===== config.mk =====
export PLATFORM = sky130hd
export DESIGN_NAME = program_loader
export DESIGN_NICKNAME = d
export VERILOG_FILES = /design/src/rtl/program_loader.sv
export SDC_FILE = /design/constraint.sdc
export NUM_CORES = 1
export LEC_CHECK = 0
export ABC_AREA = 1
export ABC_CLOCK_PERIOD_IN_PS = 2200
export BUFFER_PORTS_ARGS = -buffer_cell sky130_fd_sc_hd__buf_2
export CAP_MARGIN = 30
export CORE_UTILIZATION = 56
export DETAILED_ROUTE_END_ITERATION = 16
export PLACE_DENSITY = 0.79
export SLEW_MARGIN = 30
export SYNTH_ARGS = -nofsm -noshare
export SYNTH_HDL_FRONTEND = slang
export SYNTH_SLANG_ARGS = --single-unit
export TNS_END_PERCENT = 100

===== constraint.sdc =====
create_clock -name clock -period 2.2 [get_ports clock]
set_input_delay 0.44 -clock clock [delete_from_list [all_inputs] [get_ports clock]]
set_output_delay 0.44 -clock clock [all_outputs]
set_load 0.005 [all_outputs]

===== src/rtl/program_loader.sv =====
// program_loader: boot loader that assembles a little-endian byte stream into words for the core's instruction memory.
// Optional LOADER_CHECKSUM_EN adds a trailing checksum word verified against the sum of all data words.
module program_loader #(
  parameter int WIDTH = 32,
  parameter int DEPTH = 512
) (
  input  logic             clock,
  input  logic             reset,
  input  logic             start,
  input  logic [7:0]       rxData,
  input  logic             rxValid,
  output logic             rxReady,
  output logic             insMemEn,
  output logic [WIDTH-1:0] insMemData,
  output logic [WIDTH-1:0] insMemAddr,
  output logic             cpuReset,
  output logic             busy,
  output logic             done,
  output logic             error
);
`ifdef LOADER_CHECKSUM_EN
  typedef enum logic [2:0] {IDLE, LEN, DATA, WRITE, CHECK, DONE, ERROR} state_t;
  localparam state_t FIN = CHECK;
  logic [WIDTH-1:0] sum;
`else
  typedef enum logic [2:0] {IDLE, LEN, DATA, WRITE, DONE, ERROR} state_t;
  localparam state_t FIN = DONE;
`endif
  state_t state, state_n;
  logic [1:0] cnt;
  logic [WIDTH-1:0] word, word_n, n, idx;
  logic fire, last;
  assign fire = rxValid & rxReady;
  assign last = fire & (cnt == 2'd3);
  assign word_n = {rxData, word[WIDTH-1:8]};
  always_comb begin
    state_n = state;
    case (state)
      IDLE, DONE, ERROR: state_n = start ? LEN : state;
      LEN: if (last) state_n = word_n > WIDTH'(DEPTH) ? ERROR : word_n == '0 ? FIN : DATA;
      DATA: if (last) state_n = WRITE;
      WRITE: state_n = idx == n - WIDTH'(1) ? FIN : DATA;
`ifdef LOADER_CHECKSUM_EN
      CHECK: if (last) state_n = word_n == sum ? DONE : ERROR;
`endif
      default: state_n = IDLE;
    endcase
  end
  always_ff @(posedge clock) begin
    if (reset) begin
      state      <= IDLE;
      cnt        <= '0;
      word       <= '0;
      n          <= '0;
      idx        <= '0;
      rxReady    <= 1'b0;
      insMemEn   <= 1'b0;
      insMemData <= '0;
      insMemAddr <= '0;
      cpuReset   <= 1'b1;
      busy       <= 1'b0;
      done       <= 1'b0;
      error      <= 1'b0;
`ifdef LOADER_CHECKSUM_EN
      sum        <= '0;
`endif
    end else begin
      state <= state_n;
      cnt   <= cnt + 2'(fire);
      if (fire) word <= word_n;
      if (state == LEN && last) n <= word_n;
      if (state inside {IDLE, DONE, ERROR} && start) idx <= '0;
      if (state == WRITE) idx <= idx + WIDTH'(1);
`ifdef LOADER_CHECKSUM_EN
      if (state inside {IDLE, DONE, ERROR} && start) sum <= '0;
      if (state == WRITE) sum <= sum + word;
`endif
      // Outputs are decoded from the next state so they are registered yet aligned with it.
      rxReady  <= state_n inside {LEN, DATA, FIN} && state_n != DONE;
      insMemEn <= state_n == WRITE;
      if (state_n == WRITE) begin
        insMemData <= word_n;
        insMemAddr <= idx;
      end
      cpuReset <= state_n != DONE;
      busy     <= !(state_n inside {IDLE, DONE, ERROR});
      done     <= state_n == DONE;
      error    <= state_n == ERROR;
    end
  end
endmodule


==> metrics, run 1 <==
io pins=82; area of the mapped netlist=8234 µm²; ys flop type=dfxtp_1; initial antenna violation count=0; WP buf/inv=1; fin crit period=2.118 ns; WP data required=2.54 ns; final instance area=9918 µm²; wire length on met3=1242 µm; IO Port Bufs=81; Antenna Cells=0; Final ANT Viol Nets=0; gpl congestion=0.9804; H-tree levels=4; core area=14100 µm²; Slowest Stage Delay on Critical Path=0.37 ns; CTS root buf=clkbuf_16; HPWL after DPL=16400 µm; DR top layer=met4; drt total wl=22420 µm; Num CTS Buffers=17; first-pass GRT wire length=35470 µm; most frequent cells in the layout=nand2_1, inv_1, dfxtp_1; final worst slack=0.08155 ns; Routed met1 length=9931 µm; Die ar.=15190 µm²; fillers=1185; PwrDens=625.3 nW/µm²; Cells after Synth=1230; DR WL met2=10720 µm; Die Span Y=123.3 µm; Hold WC Path Type=input pin to flip-flop; hold slack=0.3119 ns; slew of the pin with the lowest slew margin=0.4480 ns; vias per cell=5.393; DR DRC count=0; share of post-route cells with drive strength above 1=19.80%; crit-path cells=nor2_4 -> nand2_8 -> nor2_8 -> nand2_4 -> nor2_4 -> nor2_1 -> nor2_1 -> nand2_1 -> nor2_1 -> nand2_1 -> nor2_2 -> nand3_2 -> nand2_2 -> nand2_2 -> nor2_4 -> inv_2; # rows=43; Synthesis Warnings=0; largest net degree at the start of global routing=56; crit path kind=flip-flop to flip-flop; DRT iter0 DRCs=612; dpl ws=-0.03692 ns; largest family of logic cells by synthesized area=simple AND/OR/NAND/NOR gates; post-synthesis mux area share=0%; first-pass detailed-route iteration total=7; Max Cap Viol=0; Leakage Power=4.279 nW; Worst-Skew Late Latency=0.44 ns; synthesized area per cell=6.694 µm²; CP Launch Type=flip-flop; critical path's slowest cell=dfxtp_4; Max FO, Critical Path=7; f_max=0.4720 GHz; Placement Cell Area=9045 µm²; Max-slew headroom=69.82%; horizontal die dimension=123.3 µm; CP Data Arrival Time=2.46 ns; Final #Nets=1335; flops & latches, synth=163; clock buffer depth=2; max-slew violation count=0; number of flops mapped to enable cells by yosys=0; Initial Util=58.41%; status=complete, no violations; Hold Fails Final Rpt=0; RSZ-0062 raised after global routing=yes; Tot GR Track Use=30.47%; post-synthesis sequential area ratio=39.63%; Syn Nets=1245; Crit path max-delay family=simple AND/OR/NAND/NOR gates; clock-pin slew on the worst setup and hold paths=0.07 ns; Setup crit end kind=flip-flop; Final Setup Violations=0; clk sinks=163; XOR/XNOR Fraction of Synth Area=3.510%; CTS tree=yes; area grow syn2layout=20.45%; drt wl/cell=14.82 µm; Synth Area in Simple Gates=28.54%; Worst VDD drop=0.0004937 V; final setup TNS=0 ns; crit share post-route=96.29%; vias in the first global route=7245; ys async rst share=0%; Synth cell types=40; post-synthesis compound-gate area fraction=17.38%; via count=8159; total grt overflow=0; commonest non-fill, non-tap cell in the layout=nand2_1; Max Clock Skew=0.01037 ns; area share of fa/ha/maj cells after synthesis=0.4559%
-- path summary, 6_finish.rpt --
check / endpoint / slack, ns / cells after the start / startpoint
worst max-delay path: cpuReset / 0.08 / 16 / n[2]
worst min register to register: insMemAddr[10] / 0.44 / 2 / insMemAddr[10]
worst min-delay path: word[24] / 0.31 / 3 / rxData[0]
worst max register to register: cpuReset / 0.08 / 16 / n[2]
-- cells by family after synthesis --
group / count (synthesis)
flops: 163
compound gates: 274
fa+ha+maj: 3
buf+inv: 228
simple gates: 529
xor+xnor: 33
-- power by group --
part           internal (mW)  leakage [nW]  switching, mW
sequential              2.97          1.32         0.0414
clock                   1.52         0.283           1.42
combinational         0.0839          2.68          0.165
-- layer usage --
metal	global-route usage (%)	up-vias
li1	-	4107
met1	39.50	3763
met2	50.73	250
met3	5.720	39
met4	10.32	0
met5	0	-
-- area by class of cell --
cell class	instances	area (µm²)	share of cell area [%]
Clock inverter	15	157.7	1.590
Inverter	172	648.1	6.535
Clock buffer	17	425.4	4.289
Multi-Input combinational cell	840	4373	44.09
Sequential cell	163	3279	33.06
Tap cell	180	225.2	2.271
Timing Repair Buffer	126	809.5	8.162
-- synth_stat cells, types with 5 or more instances --
master / instances / area (µm²)
a211oi_1: 5 / 37.54
a21oi_1: 112 / 560.5
clkbuf_1: 47 / 176.4
dfxtp_1: 163 / 3263
inv_1: 161 / 604.3
inv_2: 7 / 26.28
nand2_1: 223 / 837.1
nand2_2: 12 / 75.07
nand3_1: 34 / 170.2
nand3_2: 6 / 60.06
nand3b_1: 5 / 37.54
nand4_1: 17 / 106.4
nor2_1: 179 / 671.9
nor2_2: 15 / 93.84
nor3_1: 17 / 85.08
nor4_1: 7 / 43.79
o21ai_0: 143 / 715.7
xnor2_1: 10 / 87.58
xor2_1: 23 / 201.4
-- timing repair --
action,in CTS,in global routing
pin swaps,1,20
gates cloned,0,1
hold buffers,0,0
setup buffers,0,2
endpoints found under the setup margin,2,20
resized for setup,6,72
-- state kept, by name, indices dropped and copies added (netlist names) --
register	count
done	1
state	3
cpuReset	1
n	32
word	24
error	1
cnt	2
rxReady	1
insMemEn	1
idx	32
busy	1
insMemAddr	32
insMemData	32
-- stage by stage --
stage	cells	total power, mW	util (%)
5_1_grt	1513	6.366	70.36
4_1_cts	1510	6.229	68.43
2_1_floorplan	1230	3.228	-
3_5_place_dp	1478	3.330	64.17
3_3_place_gp	1478	3.327	64.17
6_report	1513	6.202	70.36
-- tightest hold or removal path: stages --
cell and delay (ns):
buf_2 0.11, o21ai_0 0.08, nor2_1 0.08
Power figures use the tool's default switching activity.
==> inputs of run 2 (changes only) <==
- ABC_CLOCK_PERIOD_IN_PS: 2200 -> 2350
- clock period: 2.2 -> 2.35 ns (I/O delays scaled with it)
==> metrics, run 2 (same netlist as run 1, synthesis figures left out) <==
# rows=43 (unchanged); Routed met1 length=10000 µm (+0.73%); critical path's slowest cell=dfxtp_1; Crit path max-delay family=simple AND/OR/NAND/NOR gates; RSZ-0062 raised after global routing=yes; Num CTS Buffers=17 (unchanged); commonest non-fill, non-tap cell in the layout=nand2_1; max-slew violation count=0 (unchanged); Placed Cells=1458 (-1.4%); Die ar.=15190 µm² (unchanged); Max-slew headroom=63.31% (-6.5 points); Final Setup Violations=0 (unchanged); Initial Util=58.41% (unchanged); drt wl/cell=14.96 µm (+1.0%); FF-to-FF path depth=17 (+1); Placement Cell Area=8870 µm² (-1.9%); hold wc startpoint=rxData[0]; Hold Fails Final Rpt=0 (unchanged); drt total wl=22360 µm (-0.27%); fillers=1260 (+6.3%); final instance area=9580 µm² (-3.4%); Tot Pwr=5.888 mW (-5.1%); most frequent cells in the layout=nand2_1, nor2_1, inv_1; Final ANT Viol Nets=0 (unchanged); capturing point of the worst reg2reg path=cpuReset; PwrDens=614.5 nW/µm² (-1.7%); Worst Hold End=n[24]; gpl congestion=0.9441 (-3.7%); first-pass GRT wire length=36340 µm (+2.4%); CP Launch Type=flip-flop; initial antenna violation count=0 (unchanged); Max FO, Critical Path=6 (-1); Worst-Skew Late Latency=0.43 ns (about the same); Max Clock Skew=0.009641 ns (-0.0007271 ns); Critical R2R Launch=n[6]; final setup TNS=0 ns (unchanged); WP buf/inv=2 (+1); CTS tree=yes; hold slack=0.3438 ns (+0.03192 ns); Tot GR Track Use=31.14% (+0.67 points); DR top layer=met4; clock buffer depth=2 (unchanged); Die Span Y=123.3 µm (unchanged); final worst slack=0.2070 ns (+0.1254 ns); io pins=82 (unchanged); HPWL after DPL=16430 µm (+0.20%); H-tree levels=4 (unchanged); wire length on met3=1315 µm (+5.9%); CTS root buf=clkbuf_16; largest net degree at the start of global routing=144 (+160%); Hold WC Path Type=input pin to flip-flop; R2R Setup Slk=0.21 ns (+0.13 ns); area grow syn2layout=16.35%; fin crit period=2.143 ns (+0.02456 ns); share of post-route cells with drive strength above 1=16.21% (-3.6 points); CTS Hold Bufs=0 (unchanged); Cells on Worst Hold Path=3 (unchanged); first-pass detailed-route iteration total=5 (-2); clk sinks=163 (unchanged); Antenna Cells=0 (unchanged); DR WL met2=10310 µm (-3.9%); Setup crit end kind=flip-flop; Post-Layout Cell Count=1494 (-1.3%); Slowest Stage Delay on Critical Path=0.38 ns (about the same); status=complete, no violations; crit share post-route=91.19% (-5.1 points); IO Port Bufs=81 (unchanged); Layout Utilization=67.97% (-2.4 points); via count=8025 (-1.6%); f_max=0.4666 GHz (-1.1%); total grt overflow=0 (unchanged); WP data required=2.68 ns (+0.14 ns); core area=14100 µm² (unchanged); DRT iter0 DRCs=666 (+8.8%); vias in the first global route=7297 (+0.72%); DR DRC count=0 (unchanged); horizontal die dimension=123.3 µm (unchanged); crit-path cells=nor2_2 -> nand2_2 -> nor2_8 -> buf_4 -> nand2_1 -> nand2_1 -> nand2_1 -> nor2_1 -> nand2_1 -> nor2_2 -> nand2_1 -> nor2_2 -> nand2_1 -> nand2_1 -> nand3_2 -> nor2_4 -> inv_2; Max Cap Viol=0 (unchanged); clock-pin slew on the worst setup and hold paths=0.07 ns (about the same); slew of the pin with the lowest slew margin=0.5446 ns (+0.09662 ns); CP dominant cell by count=nand2_1; Leakage Power=4.152 nW (-3.0%); vias per cell=5.371 (-0.39%); dpl ws=0.02485 ns (+0.06177 ns); crit path kind=flip-flop to flip-flop; Final #Nets=1316 (-1.4%); CP Data Arrival Time=2.48 ns (+0.02 ns); Worst VDD drop=0.0005679 V (+15%)
[run 2: cell types whose count changed in the layout (fill, tap and decap cells not counted), sizes merged]
| cell | change |
|---|---|
| buf | -18 |
| clkbuf | +2 |
| inv | +1 |
| clkinv | -2 |
| clkinvlp | -2 |
| bufinv | +1 |
| nor2 | -1 |
[run 2: worst reg2reg max path, stage by stage, from the launching register on]
cell	delay, ns
dfxtp_1	0.38
nor2_2	0.16
nand2_2	0.11
nor2_8	0.19
buf_4	0.17
nand2_1	0.05
nand2_1	0.08
nand2_1	0.05
nor2_1	0.08
nand2_1	0.07
nor2_2	0.09
nand2_1	0.07
nor2_2	0.10
nand2_1	0.06
nand2_1	0.10
nand3_2	0.12
nor2_4	0.13
inv_2	0.03
[run 2: timing repair]
item                                    in CTS  in global routing
gates resized for setup                      0                 28
endpoints found under the setup margin       0                 13
setup buffers                                0                  4
[run 2: report_power, final]
group	leakage [nW]	switching [mW]	internal, mW
Clock	0.300	1.26	1.58
Combinational	2.53	0.155	0.0714
Sequential	1.32	0.0406	2.79
[run 2: cell type report]
type | count | area, µm² | area share [%]
tap | 180 | 225.2 | 2.351
multi-input combinational | 839 | 4185 | 43.69
sequential | 163 | 3273 | 34.16
clock inverter | 13 | 152.6 | 1.593
timing repair buffer | 108 | 645.6 | 6.739
inverter | 172 | 645.6 | 6.739
clock buffer | 19 | 452.9 | 4.728
[run 2: worst max path at each step]
stage / startpoint / cells past startpoint / to / slack [ns]
2_1_floorplan: n[0] / 17 / cpuReset / 0.39
3_3_place_gp: n[0] / 17 / cpuReset / 0.07
3_5_place_dp: n[0] / 17 / cpuReset / 0.02
4_1_cts: n[0] / 17 / cpuReset / 0.02
5_1_grt: n[1] / 17 / cpuReset / -0.005
6_report: n[6] / 17 / cpuReset / 0.21
[run 2: routing by layer]
metal	up-vias	global-route usage, %
met3	42	5.720
met1	3641	41.13
li1	4068	-
met5	-	0
met4	0	13.93
met2	274	49.41
==> inputs of run 3 (changes only) <==
- ABC_CLOCK_PERIOD_IN_PS: 2350 -> 2700
- clock period: 2.35 -> 2.7 ns (I/O delays scaled with it)
==> metrics, run 3 (same netlist as run 1, synthesis figures left out) <==
share of post-route cells with drive strength above 1=14.30% (-1.9 points); H-tree levels=4 (unchanged); commonest non-fill, non-tap cell in the layout=nand2_1; PwrDens=521.7 nW/µm² (-15%); Final ANT Viol Nets=0 (unchanged); Num CTS Buffers=17 (unchanged); CTS Hold Bufs=0 (unchanged); f_max=0.4217 GHz (-9.6%); Setup Buffers After CTS=0 (unchanged); Hold WC Path Type=input pin to flip-flop; first-pass GRT wire length=35610 µm (-2.0%); HPWL after DPL=16540 µm (+0.69%); IO Port Bufs=81 (unchanged); vias per cell=5.339 (-0.61%); WP data required=3.04 ns (+0.36 ns); hold slack=0.4079 ns (+0.06408 ns); # rows=43 (unchanged); DR DRC count=0 (unchanged); Net Sw Power=1.218 mW (-16%); Slowest Stage Delay on Critical Path=0.31 ns (-0.07 ns); fin crit period=2.371 ns (+0.2284 ns); status=complete, no violations; Initial Util=58.41% (unchanged); Hold Fails Final Rpt=0 (unchanged); largest net degree at the start of global routing=60 (-58%); Max-slew headroom=60.88% (-2.4 points); Logic pwr share=4.2% (+0.4 points); crit share post-route=87.83% (-3.4 points); CP Data Arrival Time=2.71 ns (+0.23 ns); total grt overflow=0 (unchanged); Multi-input gate area=4120 µm² (-1.6%); Placed Cells=1457 (-0.069%); Max Clock Skew=0.01173 ns (+0.002087 ns); Max FO, Critical Path=7 (+1); final setup TNS=0 ns (unchanged); Reg area=3263 µm² (-0.31%); Final #Nets=1311 (-0.38%); CTS tree=yes; initial antenna violation count=0 (unchanged); vias in the first global route=7233 (-0.88%); switching share of power=24.84% (+0.17 points); CP Launch Type=flip-flop; Tot GR Track Use=30.80% (-0.34 points); core area=14100 µm² (unchanged); RSZ-0062 raised after global routing=no; Crit path max-delay family=simple AND/OR/NAND/NOR gates; max-slew violation count=0 (unchanged); DRT iter0 DRCs=605 (-9.2%); io pins=82 (unchanged); clock-pin slew on the worst setup and hold paths=0.07 ns (about the same); gpl congestion=0.9507 (+0.70%); CP dominant cell by count=nand2_1; Reg power frac=50.2% (+2.2 points); Worst-Skew Late Latency=0.44 ns (about the same); crit-path cells=inv_1 -> ha_1 -> nand2_2 -> o21ai_0 -> nand2_1 -> nand2_1 -> nand4_1 -> nor2_1 -> nand2_1 -> nor2_1 -> nand3_1 -> nand2_1 -> nand2_2 -> nor2_4 -> inv_2; P_int=3.684 mW (-17%); most frequent cells in the layout=nand2_1, nor2_1, dfxtp_1; CTS root buf=clkbuf_16; Setup crit end kind=flip-flop; Max Cap Viol=0 (unchanged); slew of the pin with the lowest slew margin=0.5860 ns (+0.04138 ns); first-pass detailed-route iteration total=7 (+2); drt wl/cell=14.86 µm (-0.68%); critical path's slowest cell=dfxtp_1; via count=7944 (-1.0%); WP buf/inv=2 (unchanged); fillers=1301 (+3.3%); Leakage Power=4.061 nW (-2.2%); Die Span Y=123.3 µm (unchanged); Worst VDD drop=0.0004287 V (-24%); Final Setup Violations=0 (unchanged); Die ar.=15190 µm² (unchanged); clock buffer depth=2 (unchanged); clk sinks=163 (unchanged); post-CTS sizing=0 (unchanged); drt total wl=22120 µm (-1.1%); Clock power frac=45.6% (-2.5 points); Post-Layout Cell Count=1488 (-0.40%); crit path kind=flip-flop to flip-flop; Antenna Cells=0 (unchanged); horizontal die dimension=123.3 µm (unchanged); area grow syn2layout=14.10%
==> run 3: cell count changes in the layout (fill, tap and decap cells not counted), sizes merged <==
cell      change
inv           -6
buf           -5
clkinv        +3
clkinvlp      +3
bufinv        -1
==> run 3: tightest hold or removal path, stage by stage <==
cell	delay, ns
buf_2	0.11
o21ai_0	0.08
nor2_1	0.08
==> run 3: per-stage QoR <==
step | instance area (µm²) | setup WS [ns] | utilization, % | power, mW
after floorplan | 8234 | 0.7421 | - | 2.630
after global placement | 8862 | 0.4317 | 62.87 | 2.714
after detailed placement | 8862 | 0.3769 | 62.87 | 2.716
after CTS | 9395 | 0.3531 | 66.65 | 4.920
after global routing | 9395 | 0.009755 | 66.65 | 5.043
final | 9395 | 0.3286 | 66.65 | 4.901
==> run 3: layout make-up <==
type	instances	share of cell area, %
Inverter	172	6.872
Tap cell	180	2.397
Timing Repair Buffer	103	6.472
Clock buffer	19	4.608
Multi-Input combinational cell	839	43.85
Clock inverter	12	1.065
Sequential cell	163	34.73
==> run 3: final timing paths <==
check	start	endpoint	slack, ns	cells after the start
worst min-delay path	rxData[7]	word[31]	0.41	3
worst min register to register	insMemAddr[15]	insMemAddr[15]	0.44	2
worst max-delay path	n[0]	cpuReset	0.33	15
worst max register to register	n[0]	cpuReset	0.33	15
==> run 3: per-layer routing <==
layer,up-vias,routed length (µm),share of wire (%),GRT usage [%]
met3,38,1102,5.0,4.290
met4,0,604,2.7,12.80
met1,3638,10110,46,39.95
met2,217,10300,47,51.22
met5,-,0,0,0
li1,4051,-,-,-
==> run 3: power groups by stage <==
stage / Sequential [mW] / Combinational, mW / Clock, mW
after floorplan: 2.50 / 0.130 / 0
after global placement: 2.51 / 0.200 / 0
after detailed placement: 2.51 / 0.203 / 0
after CTS: 2.46 / 0.204 / 2.26
after global routing: 2.46 / 0.232 / 2.35
final: 2.46 / 0.206 / 2.23
